<file path="src/rtl/store_byte_packer.sv">
// Store byte packer: turns an M-stage store into a word-aligned,
// lane-replicated memory write, flags misaligned stores (AdES) and
// buffers accepted stores in a small FIFO drained over a req/ack handshake.
module store_byte_packer #(
  parameter int unsigned DEPTH = 2,
  parameter int unsigned AW    = 32
) (
  input  logic          clk,
  input  logic          reset,
  input  logic          st_valid,
  output logic          st_ready,
  input  logic [AW-1:0] st_addr,
  input  logic [31:0]   st_data,
  input  logic [2:0]    st_option,
  output logic          mem_req,
  output logic [AW-1:0] mem_addr,
  output logic [31:0]   mem_wdata,
  output logic [3:0]    mem_byteen,
  input  logic          mem_ack,
  output logic          exc_ades,
  output logic [AW-1:0] exc_addr,
  output logic          busy
);

  localparam int unsigned PW = (DEPTH > 1) ? $clog2(DEPTH) : 1;
  localparam int unsigned CW = $clog2(DEPTH + 1);
  localparam logic [CW-1:0] FULL_COUNT = CW'(DEPTH);

  localparam logic [2:0] OPT_SW = 3'b001;
  localparam logic [2:0] OPT_SH = 3'b010;
  localparam logic [2:0] OPT_SB = 3'b011;

  // Buffer storage; address is kept without its byte-offset bits.
  logic [AW-3:0] entry_addr  [DEPTH];
  logic [31:0]   entry_wdata [DEPTH];
  logic [3:0]    entry_be    [DEPTH];

  logic [PW-1:0] wr_ptr;
  logic [PW-1:0] rd_ptr;
  logic [CW-1:0] count;

  logic          is_sw;
  logic          is_sh;
  logic          is_sb;
  logic          misaligned;
  logic          push;
  logic          pop;
  logic          fault;
  logic [31:0]   enc_wdata;
  logic [3:0]    enc_be;

  assign st_ready = (count < FULL_COUNT);
  assign busy     = (count != '0);
  assign mem_req  = busy;

  // Decode the store option and classify the request.
  always_comb begin
    is_sw      = (st_option == OPT_SW);
    is_sh      = (st_option == OPT_SH);
    is_sb      = (st_option == OPT_SB);
    misaligned = (is_sw && (st_addr[1:0] != 2'b00)) ||
                 (is_sh && st_addr[0]);
    push       = st_valid && st_ready && (is_sw || is_sh || is_sb) && !misaligned;
    fault      = st_valid && st_ready && misaligned;
    pop        = mem_req && mem_ack;
  end

  // Build byte enables and lane-replicated write data for the request.
  always_comb begin
    enc_wdata = '0;
    enc_be    = '0;
    if (is_sw) begin
      enc_wdata = st_data;
      enc_be    = 4'b1111;
    end else if (is_sh) begin
      enc_wdata = {st_data[15:0], st_data[15:0]};
      enc_be    = st_addr[1] ? 4'b1100 : 4'b0011;
    end else if (is_sb) begin
      enc_wdata = {4{st_data[7:0]}};
      enc_be    = 4'b0001 << st_addr[1:0];
    end
  end

  // Write an accepted store into the tail slot.
  always_ff @(posedge clk) begin
    if (push) begin
      entry_addr[wr_ptr]  <= st_addr[AW-1:2];
      entry_wdata[wr_ptr] <= enc_wdata;
      entry_be[wr_ptr]    <= enc_be;
    end
  end

  // Pointer and occupancy bookkeeping; pointers wrap naturally.
  always_ff @(posedge clk or posedge reset) begin
    if (reset) begin
      wr_ptr <= '0;
      rd_ptr <= '0;
      count  <= '0;
    end else begin
      if (push) wr_ptr <= wr_ptr + PW'(1);
      if (pop)  rd_ptr <= rd_ptr + PW'(1);
      case ({push, pop})
        2'b10:   count <= count + CW'(1);
        2'b01:   count <= count - CW'(1);
        default: count <= count;
      endcase
    end
  end

  // Misaligned-store exception: one-cycle pulse plus sticky faulting address.
  always_ff @(posedge clk or posedge reset) begin
    if (reset) begin
      exc_ades <= 1'b0;
      exc_addr <= '0;
    end else begin
      exc_ades <= fault;
      if (fault) exc_addr <= st_addr;
    end
  end

  // Present the head entry; outputs read as zero while the buffer is empty.
  always_comb begin
    mem_addr   = '0;
    mem_wdata  = '0;
    mem_byteen = '0;
    if (busy) begin
      mem_addr   = {entry_addr[rd_ptr], 2'b00};
      mem_wdata  = entry_wdata[rd_ptr];
      mem_byteen = entry_be[rd_ptr];
    end
  end

endmodule

</file>
<file path="config.mk">
export PLATFORM = sky130hd
export DESIGN_NAME = store_byte_packer
export DESIGN_NICKNAME = d
export VERILOG_FILES = /design/src/rtl/store_byte_packer.sv
export SDC_FILE = /design/constraint.sdc
export NUM_CORES = 1
export LEC_CHECK = 0
export ABC_AREA = 1
export BUFFER_PORTS_ARGS = -buffer_cell sky130_fd_sc_hd__buf_2
export CAP_MARGIN = 20
export CORE_MARGIN = 4
export CORE_UTILIZATION = 45
export DETAILED_ROUTE_END_ITERATION = 10
export PLACE_DENSITY = 0.73
export REMOVE_ABC_BUFFERS = 1
export SYNTH_ARGS = -nofsm -noshare
export SYNTH_HDL_FRONTEND = slang
export SYNTH_SLANG_ARGS = --single-unit
export TNS_END_PERCENT = 10
</file>
<file path="constraint.sdc">
create_clock -name clk -period 4.1 [get_ports clk]
set_input_delay 0 -clock clk [delete_from_list [all_inputs] [get_ports clk]]
set_output_delay 0 -clock clk [all_outputs]
set_load 0.02 [all_outputs]
</file>
==> impl_metrics.ini, run 1 <==
[status]
outcome = completed

[min_path]
whs_path_depth = 5
hp-start = st_valid
min_to = wr_ptr$_DFFE_PP0P_
hold_path_class = in2reg

[floorplan]
dieArea_um2 = 17600
die_w_um = 133
core-area_um2 = 15200
io_pins = 175
chipHeight_um = 133
start_util = 0.460
num_rows = 45

[sta]
fmaxAchievable_ghz = 0.432
tightest_slew_ns = 0.759
period_share = 0.564
hold_violations = 0
fin_skew_ns = 0.00803
relSlewSlack = 0.494
tns_ns = 0
slew_violations = 0
rsz0062_at_grt = false
setup_viol = 0
min_period_ns = 2.31

[routing]
wire_per_inst_um = 16.8
first_pass_iters = 5
vias = 5418
wirelength_um = 17800
drc = 0
ant_nets = 0
drt_iter0_markers = 348
vias_per_cell = 5.12

[setup_path]
cp-end-kind = flop
critical_path.cell_chain = inv_1, nand2_1, nor2_1, nand4_1, inv_2, buf_4
crit_path_max_fanout = 41
max_stage_delay_ns = 0.59
cp_slowest_cell = buf_4
r2r_cells = 6
timing.rr.end = entry_addr[0][19]$_DFFE_PP_
start_kind = flop
critPathKind = reg2reg
crit_required_ns = 4.16
rr_startpoint = count[1]$_DFFE_PP0P_
cp.arrival_ns = 2.37
r2r_slack_ns = 1.79

[grt]
grt_first_pass_wirelength_um = 28100
grt_pass1_vias = 5403
grt_usage = 0.204
grt_antenna_before_repair = 0
grt_util_met3 = 0.0757
met2_usage = 0.348
top_usage_layer = met2
grt_max_degree = 69
grt_overflow_total = 0
use_met1 = 0.236

[cts]
cts_buffer_depth = 2
cts_root_buf = clkbuf_16
cts_setup_buffers = 0
htree_levels = 4
clock_latency_ns = 0.43
cts_buffers = 17
cts_tree = built
cts.sinks = 169
post_cts_resized = 0
clkTransAtPathRegs_ns = 0.06

[logic_synthesis]
syn_inst = 628
yosys.area.top_type = edfxtp_1
synth_edf_count = 132
ys.flop_type = edfxtp_1
synth_seq_area_share = 0.700
ys_ff_latch = 169
synthArstFlopShare = 0.219
synth.most_common_cell = nand2_1
synth_common_cells = nand2_1, edfxtp_1, a21oi_1, nand3_1, dfrtp_1
synth_area_leaders = edfxtp_1, dfrtp_1, nand2_1
avgSynthCellArea_um2 = 11.1
synth_warnings = 0
synth_top_cell_area_share = 0.567
syn_area_um2 = 6990
synth_cell_types = 25

[power_and_ir_drop]
power_frac_comb = 0.386
switching_share = 0.392
switching_power_uw = 2460
p_int_uw = 3810
power_frac_seq = 0.359
total_power_uw = 6270
clock_power_share = 0.255
p_per_area_nw_per_um2 = 679
p_leak_uw = 0.00404
ir_drop_mv = 0.440

[placement]
dp_hpwl_um = 11000
routabilityCongestion = 0.745
dpl-instance-area_um2 = 7950
io_buffers = 172

[layout]
num_antenna_cells = 0
fin_nets = 930
area_delta_synth_final_pct = 32.1
n_fill_cell = 1243
layout-drive-gt1-share = 0.265
final_core_util = 0.607
stdcell_area_um2 = 9230

[flow_run]
cap_violations = 0
-- repair_timing --
item	in CTS	in global routing
endpoints found under the hold margin	198	0
endpoints found under the setup margin	0	0
hold buffers	69	0
-- flip-flops by register name (all words and copies together) (netlist names) --
register / count
exc_addr: 32
rd_ptr: 1
entry_wdata: 64
entry_addr: 60
entry_be: 8
wr_ptr: 1
count: 2
exc_ades: 1
-- final cells by class --
type | instances | area, µm² | area share
Sequential cell | 169 | 4890 | 0.530
Tap cell | 188 | 235 | 0.0255
Timing Repair Buffer | 250 | 1620 | 0.175
Multi-Input combinational cell | 398 | 1810 | 0.196
Inverter | 22 | 82.6 | 0.00894
Clock buffer | 24 | 503 | 0.0545
Clock inverter | 8 | 92.6 | 0.0100
-- logic make-up (layout without fill, tap and decap cells) --
| family | count (synthesis) | after routing | synth area share |
|---|---|---|---|
| buffers and inverters | 62 | 304 | 0.0440 |
| flip-flops | 169 | 169 | 0.700 |
| AND/OR/NAND/NOR | 301 | 301 | 0.180 |
| other | 1 | 2 | 0.000537 |
| AO/OA/AOI/OAI | 91 | 91 | 0.0697 |
| adder cells (fa/ha/maj) | 1 | 1 | 0.00179 |
| XOR/XNOR | 3 | 3 | 0.00376 |
-- power by group through the flow --
stage	clock network, µW	registers [µW]	logic (µW)
2_1_floorplan	0	2520	1230
3_3_place_gp	0	2270	2360
6_report	1600	2250	2420
5_1_grt	1680	2270	2630
3_5_place_dp	0	2270	2390
4_1_cts	1620	2250	2450
-- cells in the final DEF, fill, tap and decap left out, types with 3 or more instances in the layout --
master | synthesis | routed
clkbuf_1 | 9 | 3
buf_2 | 18 | 172
dfrtp_1 | 37 | 36
inv_2 | 2 | 4
a21oi_1 | 70 | 70
clkbuf_16 | 0 | 18
edfxtp_1 | 132 | 132
nand2_2 | 8 | 8
nand2_1 | 207 | 207
o211ai_1 | 11 | 11
inv_1 | 20 | 18
dlygate4sd3_1 | 0 | 69
nor2_1 | 15 | 13
o21ai_0 | 9 | 9
clkinv_2 | 0 | 5
nand3_1 | 64 | 64
clkbuf_8 | 0 | 3
buf_4 | 8 | 9
-- layer usage --
layer / vias up / routed length [µm]
met5: - / 0
li1: 2607 / -
met4: 0 / 352
met1: 2578 / 6990
met3: 25 / 1560
met2: 208 / 8900
-- worst max-delay path: cells and delay by family, from the launching register on --
family	cells	cell delay, ns
simple gates	3	0.35
flops	1	0.41
buf+inv	3	1.16
-- through the flow --
step | hold slack, ns | worst slack [ns] | cells
final | 0.0242 | 1.79 | 1059
after global routing | 0.0764 | 1.59 | 1059
after CTS | 0.00183 | 1.74 | 1059
after detailed placement | 0.152 | 1.76 | 958
after global placement | 0.153 | 1.81 | 958
after floorplan | 0.0989 | -0.0598 | 589
-- worst max path at each step --
stage,from,end,slack (ns)
final,count[1]$_DFFE_PP0P_,entry_addr[0][19]$_DFFE_PP_,1.79
after global routing,count[1]$_DFFE_PP0P_,entry_wdata[0][19]$_DFFE_PP_,1.59
after CTS,count[1]$_DFFE_PP0P_,entry_be[0][0]$_DFFE_PP_,1.74
after detailed placement,count[1]$_DFFE_PP0P_,entry_wdata[0][17]$_DFFE_PP_,1.76
after global placement,count[1]$_DFFE_PP0P_,entry_wdata[0][17]$_DFFE_PP_,1.81
after floorplan,count[1]$_DFFE_PP0P_,entry_addr[1][0]$_DFFE_PP_,-0.06
No activity file was read; power rests on OpenSTA's default activity.
==> run 2: changes to the inputs <==
- PLACE_DENSITY: 0.73 -> 0.7
- clock period: 4.1 -> 2.3 ns (I/O delays scaled with it)
==> impl_metrics.ini, run 2 (same netlist as run 1, synthesis figures left out) <==
[power_and_ir_drop]
p_per_area_nw_per_um2 = 1190
power_frac_seq = 0.361
power_frac_comb = 0.395
ir_drop_mv = 0.752
clock_power_share = 0.245
switching_power_uw = 4460
p_int_uw = 6640
total_power_uw = 11100
switching_share = 0.402
p_leak_uw = 0.00406

[floorplan]
die_w_um = 133
io_pins = 175
start_util = 0.460
dieArea_um2 = 17600
chipHeight_um = 133
num_rows = 45
core-area_um2 = 15200

[setup_path]
cp_slowest_cell = buf_4
crit_required_ns = 2.30
start_kind = flop
max_stage_delay_ns = 0.62
critPathBufInv = 2
cp-end-kind = output pin
cp.arrival_ns = 2.04
cp_top_family = buffers and inverters
critical_path.cell_chain = nor2_4, buf_4, a21oi_1, buf_2
crit_path_max_fanout = 67
critPathKind = reg2out

[sta]
relSlewSlack = 0.490
timing.hold.ws_ns = 0.0224
hold_violations = 0
tightest_slew_ns = 0.765
setup_viol = 0
min_period_ns = 2.04
rsz0062_at_grt = false
period_share = 0.885
slew_violations = 0
fmaxAchievable_ghz = 0.491
fin_skew_ns = 0.00838
fin_ws_ns = 0.264
tns_ns = 0

[placement]
routabilityCongestion = 0.730
dp_hpwl_um = 10500
place_ws_ns = 0.523
io_buffers = 172

[cts]
cts_setup_buffers = 0
clock_latency_ns = 0.43
clkTransAtPathRegs_ns = 0.06
post_cts_resized = 0
cts.sinks = 169
cts_root_buf = clkbuf_16
cts_buffers = 17
cts_hold_buf = 70
htree_levels = 4
cts_tree = built
cts_buffer_depth = 2

[routing]
drc = 0
first_pass_iters = 5
drt_iter0_markers = 429
wire_per_inst_um = 16.7
wirelength_um = 17800
vias_per_cell = 5.10
ant_nets = 0
vias = 5428

[layout]
largest_registers = entry_wdata x64, entry_addr x60, exc_addr x32
final_core_util = 0.611
layout-drive-gt1-share = 0.271
fin_nets = 935
top_register = entry_wdata
area_delta_synth_final_pct = 33.0
final_cell_mix = nand2_1, buf_2, edfxtp_1
largest_register_ffs = 64
final_common_cell = nand2_1
num_antenna_cells = 0

[grt]
top_usage_layer = met2
met2_usage = 0.345
grt_pass1_vias = 5486
grt_overflow_total = 0
grt_first_pass_wirelength_um = 28100
use_met1 = 0.244
grt_antenna_before_repair = 0
grt_usage = 0.205
grt_util_met3 = 0.0738
grt_max_degree = 68

[min_path]
hold_path_class = in2reg

[status]
outcome = completed

[flow_run]
cap_violations = 0
==> run 2: final timing paths <==
path / startpoint / to / slack (ns) / depth (start not counted)
min: st_valid / wr_ptr$_DFFE_PP0P_ / 0.02 / 5
max reg2reg: count[1]$_DFFE_PP0P_ / count[1]$_DFFE_PP0P_ / 0.53 / 8
min reg2reg: exc_addr[4]$_DFFE_PP0P_ / exc_addr[4]$_DFFE_PP0P_ / 0.47 / 2
max: count[0]$_DFFE_PP0P_ / mem_wdata[19] / 0.26 / 4
min in group asynchronous: reset / exc_addr[24]$_DFFE_PP0P_ / 0.26 / 4
max in group asynchronous: reset / rd_ptr$_DFFE_PP0P_ / 1.65 / 4
==> run 2: layout make-up <==
type	count	area [µm²]
sequential	169	4890
fill	1246	5910
tap	188	235
timing repair buffer	255	1700
clock inverter	12	88.8
inverter	22	82.6
multi-input combinational	398	1810
clock buffer	20	489
==> run 2: worst min-delay path, cell delays in order <==
cell and delay (ns):
buf_2 0.11, nand2_1 0.07, nor2_1 0.06, nand4_1 0.10, nand2_1 0.06
==> run 2: per-stage QoR <==
step                cell area (µm²)  std cells
floorplan                      6770        589
detailed placement             8010        962
CTS                            9290       1064
global route                   9290       1064
finish                         9290       1064
global placement               8010        962
==> run 2: routing by layer <==
metal | share of wire | up-vias | wire, µm
met5 | 0 | - | 0
met4 | 0.018 | 0 | 325
met3 | 0.083 | 24 | 1470
met2 | 0.49 | 221 | 8720
met1 | 0.41 | 2558 | 7230
li1 | - | 2625 | -
==> run 2: power by group through the flow <==
stage,Sequential (µW),Combinational (µW),Clock [µW]
6_report,4000,4380,2720
5_1_grt,4050,4800,2890
4_1_cts,4000,4410,2760
3_5_place_dp,4050,4310,0
3_3_place_gp,4050,4250,0
2_1_floorplan,4480,2190,0
